==> config.mk <==
export PLATFORM = sky130hd
export DESIGN_NAME = imem_loader
export DESIGN_NICKNAME = d
export VERILOG_FILES = /design/src/rtl/imem_loader.sv
export SDC_FILE = /design/constraint.sdc
export NUM_CORES = 1
export LEC_CHECK = 0
export BUFFER_PORTS_ARGS = -buffer_cell sky130_fd_sc_hd__buf_4
export CORE_ASPECT_RATIO = 1.2
export CORE_UTILIZATION = 52
export DETAILED_ROUTE_END_ITERATION = 7
export HOLD_SLACK_MARGIN = 0.02
export PLACE_DENSITY = 0.76
export SYNTH_ARGS = -nofsm -noshare
export SYNTH_HDL_FRONTEND = slang
export SYNTH_SLANG_ARGS = --single-unit
==> constraint.sdc <==
create_clock -name clk -period 2.5 [get_ports clk]
set_clock_uncertainty 0.2 [all_clocks]
set_input_delay 0.5 -clock clk [delete_from_list [all_inputs] [get_ports clk]]
set_output_delay 0.5 -clock clk [all_outputs]
set_load 0.01 [all_outputs]
==> src/rtl/imem_loader.sv <==
// imem_loader: programs the instruction memory from a byte stream.
// Stream: 16-bit little-endian word count N, then 4*N bytes (words little-endian).
// The CPU is held in reset for the whole load so fetch never sees a partial image.
//
// Ports:
//   clk, rst_n        clock and synchronous active-low reset
//   start             1-cycle pulse, begins a load from IDLE or ERR
//   byte_valid/data   incoming stream byte
//   byte_ready        loader accepts the byte this cycle (xfer = valid & ready)
//   imem_we/waddr/wdata  instruction memory write port, one strobe per word
//   cpu_hold          keep CPU in reset while high
//   busy              load in progress (HDR0..WRITE)
//   done              1-cycle pulse after the final word is written
//   error             sticky bad-length flag, cleared by the next accepted start
module imem_loader #(
  parameter int unsigned DEPTH  = 256,
  parameter int unsigned ADDR_W = 8
) (
  input  logic              clk,
  input  logic              rst_n,
  input  logic              start,
  input  logic              byte_valid,
  input  logic [7:0]        byte_data,
  output logic              byte_ready,
  output logic              imem_we,
  output logic [ADDR_W-1:0] imem_waddr,
  output logic [31:0]       imem_wdata,
  output logic              cpu_hold,
  output logic              busy,
  output logic              done,
  output logic              error
);

  localparam int unsigned IDX_W = ADDR_W + 1;
  localparam logic [15:0] DEPTH16 = 16'(DEPTH);

  typedef enum logic [2:0] {
    IDLE  = 3'd0,
    HDR0  = 3'd1,
    HDR1  = 3'd2,
    DATA  = 3'd3,
    WRITE = 3'd4,
    DONE  = 3'd5,
    ERR   = 3'd6
  } state_t;

  state_t            state;
  logic [7:0]        n_lo;
  logic [15:0]       word_cnt;
  logic [IDX_W-1:0]  word_idx;
  logic [1:0]        byte_cnt;
  logic [23:0]       asm_word;   // lanes 0..2; lane 3 goes straight to imem_wdata
  logic              xfer;
  logic [15:0]       n_hdr;

  assign xfer  = byte_valid & byte_ready;
  assign n_hdr = {byte_data, n_lo};

  // FSM with registered outputs; every output is updated together with the state
  // it belongs to, so the outputs always match the current state.
  always_ff @(posedge clk) begin
    if (!rst_n) begin
      state      <= IDLE;
      n_lo       <= 8'd0;
      word_cnt   <= 16'd0;
      word_idx   <= '0;
      byte_cnt   <= 2'd0;
      asm_word   <= 24'd0;
      byte_ready <= 1'b0;
      imem_we    <= 1'b0;
      imem_waddr <= '0;
      imem_wdata <= 32'd0;
      cpu_hold   <= 1'b0;
      busy       <= 1'b0;
      done       <= 1'b0;
      error      <= 1'b0;
    end else begin
      imem_we <= 1'b0;
      done    <= 1'b0;
      case (state)
        IDLE, ERR: begin
          if (start) begin
            state      <= HDR0;
            byte_ready <= 1'b1;
            busy       <= 1'b1;
            cpu_hold   <= 1'b1;
            error      <= 1'b0;
            byte_cnt   <= 2'd0;
            word_idx   <= '0;
            asm_word   <= 24'd0;
          end
        end

        HDR0: begin
          if (xfer) begin
            n_lo  <= byte_data;
            state <= HDR1;
          end
        end

        HDR1: begin
          if (xfer) begin
            if ((n_hdr == 16'd0) || (n_hdr > DEPTH16)) begin
              state      <= ERR;
              byte_ready <= 1'b0;
              busy       <= 1'b0;
              cpu_hold   <= 1'b0;
              error      <= 1'b1;
            end else begin
              word_cnt <= n_hdr;
              state    <= DATA;
            end
          end
        end

        DATA: begin
          if (xfer) begin
            byte_cnt <= byte_cnt + 2'd1;
            case (byte_cnt)
              2'd0: asm_word[7:0]   <= byte_data;
              2'd1: asm_word[15:8]  <= byte_data;
              2'd2: asm_word[23:16] <= byte_data;
              default: begin
                state      <= WRITE;
                byte_ready <= 1'b0;
                imem_we    <= 1'b1;
                imem_waddr <= word_idx[ADDR_W-1:0];
                imem_wdata <= {byte_data, asm_word};
              end
            endcase
          end
        end

        WRITE: begin
          word_idx <= word_idx + IDX_W'(1);
          if (16'(word_idx) == (word_cnt - 16'd1)) begin
            state <= DONE;
            busy  <= 1'b0;
            done  <= 1'b1;
          end else begin
            state      <= DATA;
            byte_ready <= 1'b1;
          end
        end

        DONE: begin
          state    <= IDLE;
          cpu_hold <= 1'b0;
        end

        default: begin
          state      <= IDLE;
          byte_ready <= 1'b0;
          busy       <= 1'b0;
          cpu_hold   <= 1'b0;
        end
      endcase
    end
  end

endmodule
---- After elaboration in Yosys (flattened, before gate mapping) ----
Index checks and enable logic that the tools add are counted.
operators by class
  add/subtract/negate cells ............... 3
  magnitude comparators ................... 1
  equal/unequal tests ..................... 20
  mux-type cells .......................... 35
  bitwise logic cells ..................... 6
  reduce and logical (&&, ||, !) cells .... 27
operators by type and width
  operator               count
  $mux 24                2
  $pmux 24 s2            1
  $mux 8                 3
  $mux 3                 7
  $reduce_and 4->1       5
  $ne 2x2->1 const B     9
  $pmux 9 s2             1
  $eq 9x16->1            1
  $gt 16x9->1 const B    1
  $logic_not 16->1       1
  $sub 16x1->16 const B  1
  $pmux 3 s5             1
  $mux 1                 12
  $reduce_and 3->1       4
  $reduce_and 5->1       2
  $add 9x1->9 const B    1
  $eq 3x3->1 const B     3
  $mux 9                 1
  $reduce_or 3->1        3
  $reduce_and 7->1       1
  $eq 3x2->1 const B     2
  $reduce_and 2->1       3
  $reduce_bool 2->1      3
  $not 1->1              5
  16 further kinds       19
storage, ports and cells
  bits in registers ....................... 108
  bits of input ports ..................... 12
  output and inout bits ................... 46

---- Depth between registers and ports, before layout ----
Gate-level depths: netlist of the first run.
  word-level depth ........................ 5
  gate-level depth with buffers ........... 9
  mapped depth without buffers ............ 9

---- Worst setup path after synthesis of the first run ----
OpenSTA, ideal clock, no wires.
  kind .................................... register to register
  start point ............................. reg word_cnt[0]
  end point ............................... reg byte_ready
  library setup time ...................... 120 ps
  arrival ................................. 2,280 ps
  required time ........................... 2,180 ps
  slack ................................... -100 ps
  cell stages (with the launch flop) ...... 8
  buffers on the path ..................... 0
  period minus slack after synthesis ...... 2,600 ps
  cell sequence ........................... dfxtp_1 nor4_4 nand3_1 a2111o_1 a2111oi_1 nand4_1 o21a_1 o31a_1
between the ends
  cells in the longest elaborated chain, start to end .. 4
ends and longest elaborated chain
  what                               RTL line  text
  start: declaration                 49        logic [15:0] word_cnt;
  start signal: assignment           110       word_cnt <= n_hdr;
  $sub 16x1->16                      136       if (16'(word_idx) == (word_cnt - 16'd1)) begin
  $eq 9x16->1                        136
  $ne 2x2->1 (no source line)        n/a
  $reduce_and 7->1 (no source line)  n/a
  end signal: assignment             125       byte_ready <= 1'b0;
  end signal: assignment             142       byte_ready <= 1'b1;
  end signal: assignment             153       byte_ready <= 1'b0;
  end: declaration                   24        output logic byte_ready,
Every way passes these cells.
A chain may end at the register's enable or synchronous reset.

---- Worst setup path after layout of the first run ----
  start point ............................. reg word_cnt[0]
  end point ............................... reg state[2]
between the ends
  cells in the longest elaborated chain, start to end .. 4
ends and longest elaborated chain
  what                    RTL line  text
  $sub 16x1->16           136
  $eq 9x16->1             136
  $mux 3                  136
  $pmux 3 s5              80        case (state)
  end signal: assignment  83        state <= HDR0;
  end signal: assignment  137       state <= DONE;
  end signal: assignment  141       state <= DATA;
  end: declaration        47        state_t state;
Every way passes these cells.

==> impl_metrics.ini, run 1 <==
[placed_design]
port_buffers = 57
dp_cells = 732
preCtsSetupSlack_ns = -0.0550
place_area_um2 = 5410
hpwlAfterDp_um = 8030
routabilityCongestion = 0.868

[yosys]
synth_edf_count = 0
synthTopCellsByArea = dfxtp_1 (46%), mux2i_1 (8.8%), nand2_1 (8.1%), a21oi_1 (5.7%), nor2_1 (5.2%)
syn_area_per_cell_um2 = 8.39
synth_cell_types = 52
synth_area_leader_cell = dfxtp_1
synth_top_area_share_pct = 46.4
syn-cell-area_um2 = 4660
yosysSeqAreaShare_pct = 46.4
yosys-top-cells-count = dfxtp_1 (108), nand2_1 (101), nor2_1 (65)
synth-seq-cells = 108
yosys_most_used_dff = dfxtp_1
syn_nets = 574
yosysMostFrequentCell = dfxtp_1
synthArstFlopShare_pct = 0
netlist_instances = 556
ys_warn_count = 0

[clock_tree]
path_clk_slew_ns = 0.12
cts_tree = yes
htreeDepth = 3
cts_made_buffers = 9
clockRootBuffer = clkbuf_8
clock_path_buffers = 2
clock-sinks = 108
clk_latency_ns = 0.38

[route]
post-route-drc-count = 0
drt_wl_total_um = 11500
drt_iter0_drc = 272
drt-vias-per-instance = 5.57
drt-pass1-iter-count = 5
num_vias = 4198
wl_per_cell_um = 15.3
ant_nets = 0

[die]
dieArea_um2 = 9350
die_height_um = 106
core_um2 = 8660
dieWidth_um = 88.4
start_util_pct = 53.9
ios = 58
rows = 37

[job]
cap_violations = 0

[sta]
setup_violations = 4
rsz0062_at_grt = yes
finalCritPeriodShare_pct = 106
slew_violations = 0
hold_viol = 0
worstMarginPinSlew_ns = 0.585
hold_ws_ns = 0.182
slew_headroom_pct = 61.0
period_needed_ns = 2.65
max_freq_ghz = 0.377
setup_slack_ns = -0.151

[worst_setup_path]
r2r_start = word_cnt[0]
worst_setup_path_end_kind = flip-flop
cp.required_ns = 2.61
crit_arrival_ns = 2.76
startpoint_type = flip-flop
rr_worst_depth = 9
r2r_end = state[2]
crit_path_max_fanout = 5
worstSetupPathType = flip-flop to flip-flop
r2r_setup_slack_ns = -0.15

[layout]
nFillCells = 726
final_layout_size_suffix_gt1_share_pct = 22.0
fin_area_um2 = 5730
n_antenna_cell = 0
fin_nets = 650
multiInputGateArea_um2 = 2400
syn2layout_area_growth_pct = 22.8
fin_cells = 754
seq_area_um2 = 2170

[global_route]
grt_pass1_vias = 3930
grtUsageMet2_pct = 43.1
grt_max_degree = 57
grt.overflow.total = 0
grt_pass1_wl_um = 18700
track_usage_pct = 25.8
met1_usage_pct = 31.3
top_usage_layer = met2
antenna_found_initial = 0
grt.met3_usage_pct = 5.17

[pwr]
swShare_pct = 27.9
pwr-share-clk_pct = 34.6
finalPower_mw = 3.16
p_seq_share_pct = 55.6
power.internal_mw = 2.27
p_comb_share_pct = 9.8
p_switching_mw = 0.881
ir_drop_mv = 0.376
power.density_nw_per_um2 = 551
leakagePower_nw = 2.39

[status]
status = finished with violations
failed_checks = negative setup slack

[min_path]
hold_class = input port to flip-flop
holdCritStartpoint = byte_data[5]
hold_path_depth = 3
hold_end = imem_wdata[29]
==> layout make-up <==
type                    count  area share (%)
multi-input cells         406            41.9
repair buffers             98            13.3
clock inverters             7            1.55
well taps                 117            2.56
clock buffers               9            2.16
inverters                   9           0.590
flip-flops and latches    108            37.9
==> flip-flops by register name, summed over array words and instances (netlist names) <==
name	flops
asm_word	24
busy	1
byte_cnt	2
byte_ready	1
cpu_hold	1
done	1
error	1
imem_waddr	8
imem_wdata	32
imem_we	1
n_lo	8
state	3
word_cnt	16
word_idx	9
==> routing by layer <==
| metal | up-vias | routed length, um |
|---|---|---|
| met5 | - | 0 |
| met4 | 0 | 325 |
| met3 | 24 | 498 |
| met2 | 111 | 5810 |
| met1 | 1995 | 4890 |
| li1 | 2068 | - |
==> how the worst max path moves through the flow <==
stage	end	slack [ns]	start
2_1_floorplan	byte_ready	-0.04	word_cnt[3]
3_3_place_gp	byte_ready	0.02	word_cnt[1]
3_5_place_dp	byte_ready	-0.05	word_cnt[1]
4_1_cts	byte_ready	0.001	word_cnt[0]
5_1_grt	byte_ready	-0.30	word_cnt[0]
6_report	state[2]	-0.15	word_cnt[0]
==> worst max-delay path, stage by stage, from the launching register on <==
cell,delay (ns)
dfxtp_2,0.35
buf_6,0.12
nor4_4,0.40
nand3_1,0.17
a2111o_1,0.50
buf_4,0.17
nor3_2,0.11
nand4_1,0.17
or2_0,0.27
a21oi_1,0.12
==> placed cells by master, fill, tap and decap left out, types with 3 or more instances in the layout <==
cell / count
dfxtp_2: 5
nand4_1: 3
nand3_1: 9
buf_4: 95
xor2_1: 3
ha_1: 6
a31oi_1: 7
or2_2: 3
a21boi_0: 3
o21ai_0: 17
o211ai_1: 3
or3_1: 4
xnor2_1: 6
nand2b_1: 3
nor2_1: 65
inv_1: 8
nor3_1: 11
mux2i_1: 41
a211oi_1: 4
clkbuf_8: 9
nor2b_1: 4
and3_1: 16
a311oi_1: 3
a21oi_1: 53
clkinv_8: 3
dfxtp_1: 103
nand2_1: 100
==> cell families (layout without fill, tap and decap cells) <==
group                      Yosys count  in the layout  share of synthesized area (%)
adders and majority gates            6              6                           1.61
buffers and inverters               42            123                           3.43
muxes                               42             42                           9.04
xor gates and xnor gates             9              9                           1.69
and+or+nand+nor                    239            239                           23.7
DFF                                108            108                           46.4
AOI/OAI and AO/OA                  110            110                           14.2
==> power groups by stage <==
stage	combinational (mW)	sequential (mW)	clock, mW
finish	0.310	1.75	1.09
CTS	0.302	1.75	1.10
detailed placement	0.301	1.79	0
floorplan	0.201	1.79	0
global placement	0.296	1.79	0
global route	0.337	1.76	1.17
==> stage by stage <==
stage               utilization (%)  TNS, ns
finish                         66.2   -0.288
global route                   66.2    -1.11
global placement               62.5        0
floorplan                         -  -0.0412
CTS                            65.1        0
detailed placement             62.5  -0.0565
==> what timing repair did <==
item | in CTS | in global routing
endpoints found under the setup margin | 2 | 20
setup buffers | 0 | 6
pin swaps | 0 | 13
hold buffers | 0 | 0
gates resized for setup | 2 | 15
No activity file was read; power rests on OpenSTA's default activity.
==> run 2: changes to the inputs <==
--- a/config.mk
+++ b/config.mk
@@ -5,12 +5,14 @@
 export SDC_FILE = /design/constraint.sdc
 export NUM_CORES = 1
 export LEC_CHECK = 0
+export ABC_AREA = 1
 export BUFFER_PORTS_ARGS = -buffer_cell sky130_fd_sc_hd__buf_4
 export CORE_ASPECT_RATIO = 1.2
 export CORE_UTILIZATION = 52
+export CTS_CLUSTER_SIZE = 14
 export DETAILED_ROUTE_END_ITERATION = 7
 export HOLD_SLACK_MARGIN = 0.02
-export PLACE_DENSITY = 0.76
+export PLACE_DENSITY = 0.75
 export SYNTH_ARGS = -nofsm -noshare
 export SYNTH_HDL_FRONTEND = slang
 export SYNTH_SLANG_ARGS = --single-unit
==> run 2 against run 1 <==
  * The flow now finishes without violations
  * Global-route usage shrank 0.85 points
  * Worst hold slack gained 0.018 ns
  * Cell area shrank 1.9%
  * Sequential power grew 21%
  * Combinational power grew to 3.8 times the previous value
  * Fmax grew 24%
  * Routed wire length grew 3.1%
  * Critical endpoint unchanged
==> impl_metrics.ini, run 2 <==
[route]
post-route-drc-count = 0
ant_nets = 0
num_vias = 4477
drt-vias-per-instance = 5.17
wl_per_cell_um = 13.7
drt_wl_total_um = 11900
drt-pass1-iter-count = 4
drt_iter0_drc = 227

[layout]
reg_top3 = imem_wdata (32), asm_word (24), word_cnt (16)
layout_common_cells = nor2_1 (154), nand2_1 (108), dfxtp_1 (108)
seq_area_um2 = 2160
fin_util_pct = 61.9
multiInputGateArea_um2 = 2320
fin_area_um2 = 5620
syn2layout_area_growth_pct = 15.6
final_layout_size_suffix_gt1_share_pct = 15.7
fin_nets = 760
largest_reg_flops = 32
n_antenna_cell = 0
final_common_cell = nor2_1
nFillCells = 834
largest_register = imem_wdata

[min_path]
hold_path_depth = 3
hold_class = input port to flip-flop
holdCritStartpoint = rst_n
hold_end = imem_wdata[21]

[clock_tree]
clock_path_buffers = 2
htreeDepth = 3
cts_made_buffers = 9
clockRootBuffer = clkbuf_8
ctsHoldBuffers = 0
clk_latency_ns = 0.37
clock-sinks = 108
path_clk_slew_ns = 0.10
cts_tree = yes

[placed_design]
place_area_um2 = 5410
preCtsSetupSlack_ns = 0.260
hpwlAfterDp_um = 8900
port_buffers = 57
routabilityCongestion = 0.935

[global_route]
grt_pass1_wl_um = 19300
grt_max_degree = 53
grt_pass1_vias = 4142
track_usage_pct = 24.9
antenna_found_initial = 0
grt.overflow.total = 0

[sta]
setup_slack_ns = 0.359
slew_headroom_pct = 62.0
final.setup.tns_ns = 0
rsz0062_at_grt = no
setup_violations = 0
hold_viol = 0
worstMarginPinSlew_ns = 0.568
max_freq_ghz = 0.467
period_needed_ns = 2.14
slew_violations = 0
hold_ws_ns = 0.200
finalCritPeriodShare_pct = 85.6

[die]
dieArea_um2 = 9740
rows = 38
core_um2 = 9080
ios = 58
dieWidth_um = 90.3
die_height_um = 108
start_util_pct = 53.5

[yosys]
synth_edf_count = 0
synth_area_leader_cell = dfxtp_1
yosysMostFrequentCell = nor2_1
synthTopCellsByArea = dfxtp_1 (44%), nor2_1 (12%), o21ai_0 (8.5%), nand2_1 (8.3%), inv_1 (4.8%)
synthArstFlopShare_pct = 0
yosys-top-cells-count = nor2_1 (154), dfxtp_1 (108), nand2_1 (108)
synth-seq-cells = 108
syn_nets = 706
yosysSeqAreaShare_pct = 44.5
netlist_instances = 688
yosys_most_used_dff = dfxtp_1
syn_area_per_cell_um2 = 7.07
synth_top_area_share_pct = 44.5
ys_warn_count = 0
synth_cell_types = 43
syn-cell-area_um2 = 4860

[worst_setup_path]
worstSetupPathType = flip-flop to flip-flop
crit_path_max_fanout = 6
startpoint_type = flip-flop
cp.required_ns = 2.60
crit_arrival_ns = 2.24
crit_chain = inv_2 > ha_2 > nand2_1 > nand2_1 > nor2_1 > nand2_1 > nor2_1 > nand2_1 > nor2_1 > nand2_1 > nor2_1 > nand3_2 > nand2_1 > nand2_1 > a21oi_2
cpMostUsedCell = nand2_1
r2r_start = word_cnt[0]
rr_worst_depth = 15
worst_setup_path_end_kind = flip-flop
max_stage_delay_ns = 0.34
worst_path_max_delay_cell = dfxtp_1
startpoint = word_cnt[0]
r2r_end = state[2]
r2r_setup_slack_ns = 0.36

[pwr]
ir_drop_mv = 0.520
power.density_nw_per_um2 = 781
leakagePower_nw = 2.50

[status]
status = finished, final reports clean

[job]
cap_violations = 0
run 2: changes by cell type after synthesis, sizes merged, moves of 5 or more:
cell | previous run | this run
nor2 | 65 | 162
o21ai | 18 | 93
inv | 8 | 71
mux2i | 41 | 0
nand3 | 9 | 37
clkbuf | 30 | 13
and3 | 16 | 0
a21oi | 53 | 43
nand2 | 101 | 111
buf | 3 | 10
a31oi | 7 | 1
or3 | 5 | 0
xnor2 | 6 | 1
run 2: area by class of cell:
cell class	count	area share, %
clock buffers	10	2.45
clock inverters	5	1.20
inverters	72	4.86
multi-input cells	485	41.3
flip-flops and latches	108	38.5
well taps	120	2.67
repair buffers	66	9.04
run 2: worst max-delay path by stage:
stage,end,slack (ns),cells after the start
final,state[2],0.36,15
after global routing,byte_ready,0.11,15
after CTS,state[2],0.27,14
after detailed placement,word_cnt[0],0.26,9
after global placement,word_cnt[0],0.26,9
after floorplan,state[2],0.54,15
run 2: critical path: cells and delay by family (launching register included):
family | cells | cell delay [ns]
compound gates | 1 | 0.11
fa+ha+maj | 1 | 0.30
buf+inv | 1 | 0.13
flops | 1 | 0.34
simple gates | 12 | 1.00
run 2: logic make-up (layout without fill, tap and decap cells):
logic type,after synthesis,in the layout,share of synthesized area (%)
flip-flops,108,108,44.5
XOR/XNOR,3,3,0.541
buffers and inverters,95,153,7.85
adder cells (fa/ha/maj),6,6,1.54
AND/OR/NAND/NOR,329,329,29.0
AO/OA/AOI/OAI,147,147,16.6
run 2: timing repair:
action | CTS | global route
gates resized for setup | 0 | 2
setup endpoints to repair | 0 | 1
buffers inserted | 0 | 0
run 2: through the flow:
stage,std cells,power [mW]
after CTS,866,4.40
after global placement,851,3.29
after detailed placement,851,3.31
final,866,4.38
after global routing,866,4.66
after floorplan,688,3.01
run 2: per-layer routing:
metal  routed length, um  track usage (%)  vias up
met5                   0                0        -
met4                 223             8.99        0
met3                 435             4.24       18
met2                6040             45.5       96
met1                5190             29.3     2049
li1                    -                -     2314
run 2: report_power, final:
part | leakage (nW) | total, mW | switching [mW] | internal (mW)
clock network | 0.105 | 1.10 | 0.598 | 0.500
registers | 0.875 | 2.11 | 0.143 | 1.97
logic | 1.52 | 1.17 | 0.789 | 0.385
==> run 3: changes to the inputs <==
--- a/config.mk
+++ b/config.mk
@@ -11,7 +11,6 @@
 export CORE_UTILIZATION = 52
 export CTS_CLUSTER_SIZE = 14
 export DETAILED_ROUTE_END_ITERATION = 7
-export HOLD_SLACK_MARGIN = 0.02
 export PLACE_DENSITY = 0.75
 export SYNTH_ARGS = -nofsm -noshare
 export SYNTH_HDL_FRONTEND = slang
==> constraint.sdc (replaced) <==
create_clock -name clk -period 2.5 [get_ports clk]
set_clock_uncertainty 0.2 [all_clocks]
set_input_delay 0.625 -clock clk [delete_from_list [all_inputs] [get_ports clk]]
set_output_delay 0.625 -clock clk [all_outputs]
set_load 0.05 [all_outputs]
==> run 3 against run 2 <==
  * Worst hold slack better by 0.067 ns
  * Final cell count is 0.35% higher
  * Combinational power is 4% higher
  * Highest routed layer unchanged
  * Largest power group unchanged
  * Non-clock buffer count is 2 higher
  * Routed wire length is 0.35% higher
==> impl_metrics.ini, run 3 (synthesis gave the netlist of run 2 again) <==
[status]
status = finished, final reports clean

[pwr]
p_comb_share_pct = 27.6
swShare_pct = 35.1
power.internal_mw = 2.88
ir_drop_mv = 0.610
pwr-share-clk_pct = 24.8
p_seq_share_pct = 47.6
leakagePower_nw = 2.50
p_switching_mw = 1.56
power.density_nw_per_um2 = 789

[clock_tree]
clockRootBuffer = clkbuf_8
clock-sinks = 108
htreeDepth = 3
postCtsSetupRepairBufs = 0
clk_latency_ns = 0.37
clock_path_buffers = 2
cts_resized = 0
path_clk_slew_ns = 0.10
cts_tree = yes
cts_made_buffers = 9
ctsHoldBuffers = 0

[layout]
n_antenna_cell = 0
nFillCells = 854
reg_top3 = imem_wdata (32), asm_word (24), word_cnt (16)
largest_reg_flops = 32
layout_common_cells = nor2_1 (154), nand2_1 (108), dfxtp_1 (108)
fin_nets = 762
largest_register = imem_wdata
syn2layout_area_growth_pct = 15.7
final_common_cell = nor2_1
final_layout_size_suffix_gt1_share_pct = 15.6

[sta]
max_freq_ghz = 0.463
setup_violations = 0
period_needed_ns = 2.16
slew_violations = 0
slew_headroom_pct = 67.4
final.setup.tns_ns = 0
worstMarginPinSlew_ns = 0.489
finalCritPeriodShare_pct = 86.4
setup_slack_ns = 0.340
rsz0062_at_grt = no
hold_viol = 0

[die]
die_height_um = 108
core_um2 = 9080
rows = 38
ios = 58
dieArea_um2 = 9740
start_util_pct = 53.5
dieWidth_um = 90.3

[worst_setup_path]
startpoint_type = flip-flop
worst_path_max_delay_cell = dfxtp_1
crit_chain = inv_1 > ha_1 > nand2_2 > nor2_1 > nand2_1 > nand2_1 > nand2_1 > nor2_1 > nand2_1 > nor2_1 > nand2_1 > nand2_1 > nand2_1 > nand2_1 > a21oi_1
r2r_setup_slack_ns = 0.34
cp_num_buf_inv = 1
worstSetupPathType = flip-flop to flip-flop
crit_arrival_ns = 2.21
critPathTopFamily = simple AND/OR/NAND/NOR gates
crit_path_max_fanout = 6
worst_setup_path_end_kind = flip-flop
cpMostUsedCell = nand2_1
cp.required_ns = 2.55
max_stage_delay_ns = 0.34

[placed_design]
preCtsSetupSlack_ns = 0.178
routabilityCongestion = 0.927
hpwlAfterDp_um = 9050
port_buffers = 57

[route]
drt_wl_total_um = 11900
drt_iter0_drc = 200
drt-vias-per-instance = 5.23
ant_nets = 0
post-route-drc-count = 0
num_vias = 4542
wl_per_cell_um = 13.7
drt-pass1-iter-count = 5

[global_route]
track_usage_pct = 25.3
grt_max_degree = 63
grt_pass1_wl_um = 19800
grtUsageMet2_pct = 45.8
top_usage_layer = met2
grt_pass1_vias = 4248
antenna_found_initial = 0
met1_usage_pct = 29.6
grt.met3_usage_pct = 4.24
grt.overflow.total = 0

[min_path]
hold_class = flip-flop to flip-flop

[job]
cap_violations = 0
==> run 3: cell count changes in the layout (fill, tap and decap cells not counted), sizes merged <==
cell / before / now
buf: 66 / 68
clkbuf: 10 / 12
clkinv: 3 / 2
clkinvlp: 0 / 1
inv: 73 / 72
==> run 3: power groups by stage <==
| stage | Combinational [mW] | Clock, mW | Sequential (mW) |
|---|---|---|---|
| final | 1.22 | 1.10 | 2.11 |
| after global routing | 1.39 | 1.18 | 2.14 |
| after CTS | 1.23 | 1.12 | 2.11 |
| after detailed placement | 1.22 | 0 | 2.15 |
| after global placement | 1.20 | 0 | 2.14 |
| after floorplan | 0.890 | 0 | 2.18 |
==> run 3: layout make-up <==
cell class	instances	area, um^2	share of cell area, %
clock buffer	12	155	2.76
clock inverter	4	55.1	0.979
timing repair buffer	68	510	9.08
multi-input combinational	485	2320	41.2
inverter	72	273	4.85
sequential	108	2160	38.5
tap	120	150	2.67
==> run 3: path summary, 6_finish.rpt <==
path,depth (start not counted),startpoint,to
worst max-delay path,15,word_cnt[1],busy
worst min-delay path,2,asm_word[9],asm_word[9]
worst max register to register,15,word_cnt[1],busy
worst min register to register,2,asm_word[9],asm_word[9]
==> run 3: worst min-delay path, stage by stage, from the launching register on <==
cell and delay [ns]:
dfxtp_1 0.31, inv_1 0.06, a21oi_1 0.06
==> run 3: per-layer routing <==
layer	up-vias	routed length, um	share of wire (%)
met5	-	0	0
met4	0	271	2.3
met3	22	362	3.0
met2	109	6070	51
met1	2095	5230	44
li1	2316	-	-
==> run 3: through the flow <==
step | instances | utilization [%] | hold WS, ns | power, mW | area [um^2]
global route | 869 | 61.9 | 0.299 | 4.71 | 5620
CTS | 869 | 61.9 | 0.266 | 4.46 | 5620
floorplan | 688 | - | 0.230 | 3.07 | 4860
global placement | 853 | 59.6 | 0.248 | 3.34 | 5410
finish | 869 | 61.9 | 0.267 | 4.44 | 5620
detailed placement | 853 | 59.6 | 0.250 | 3.37 | 5410
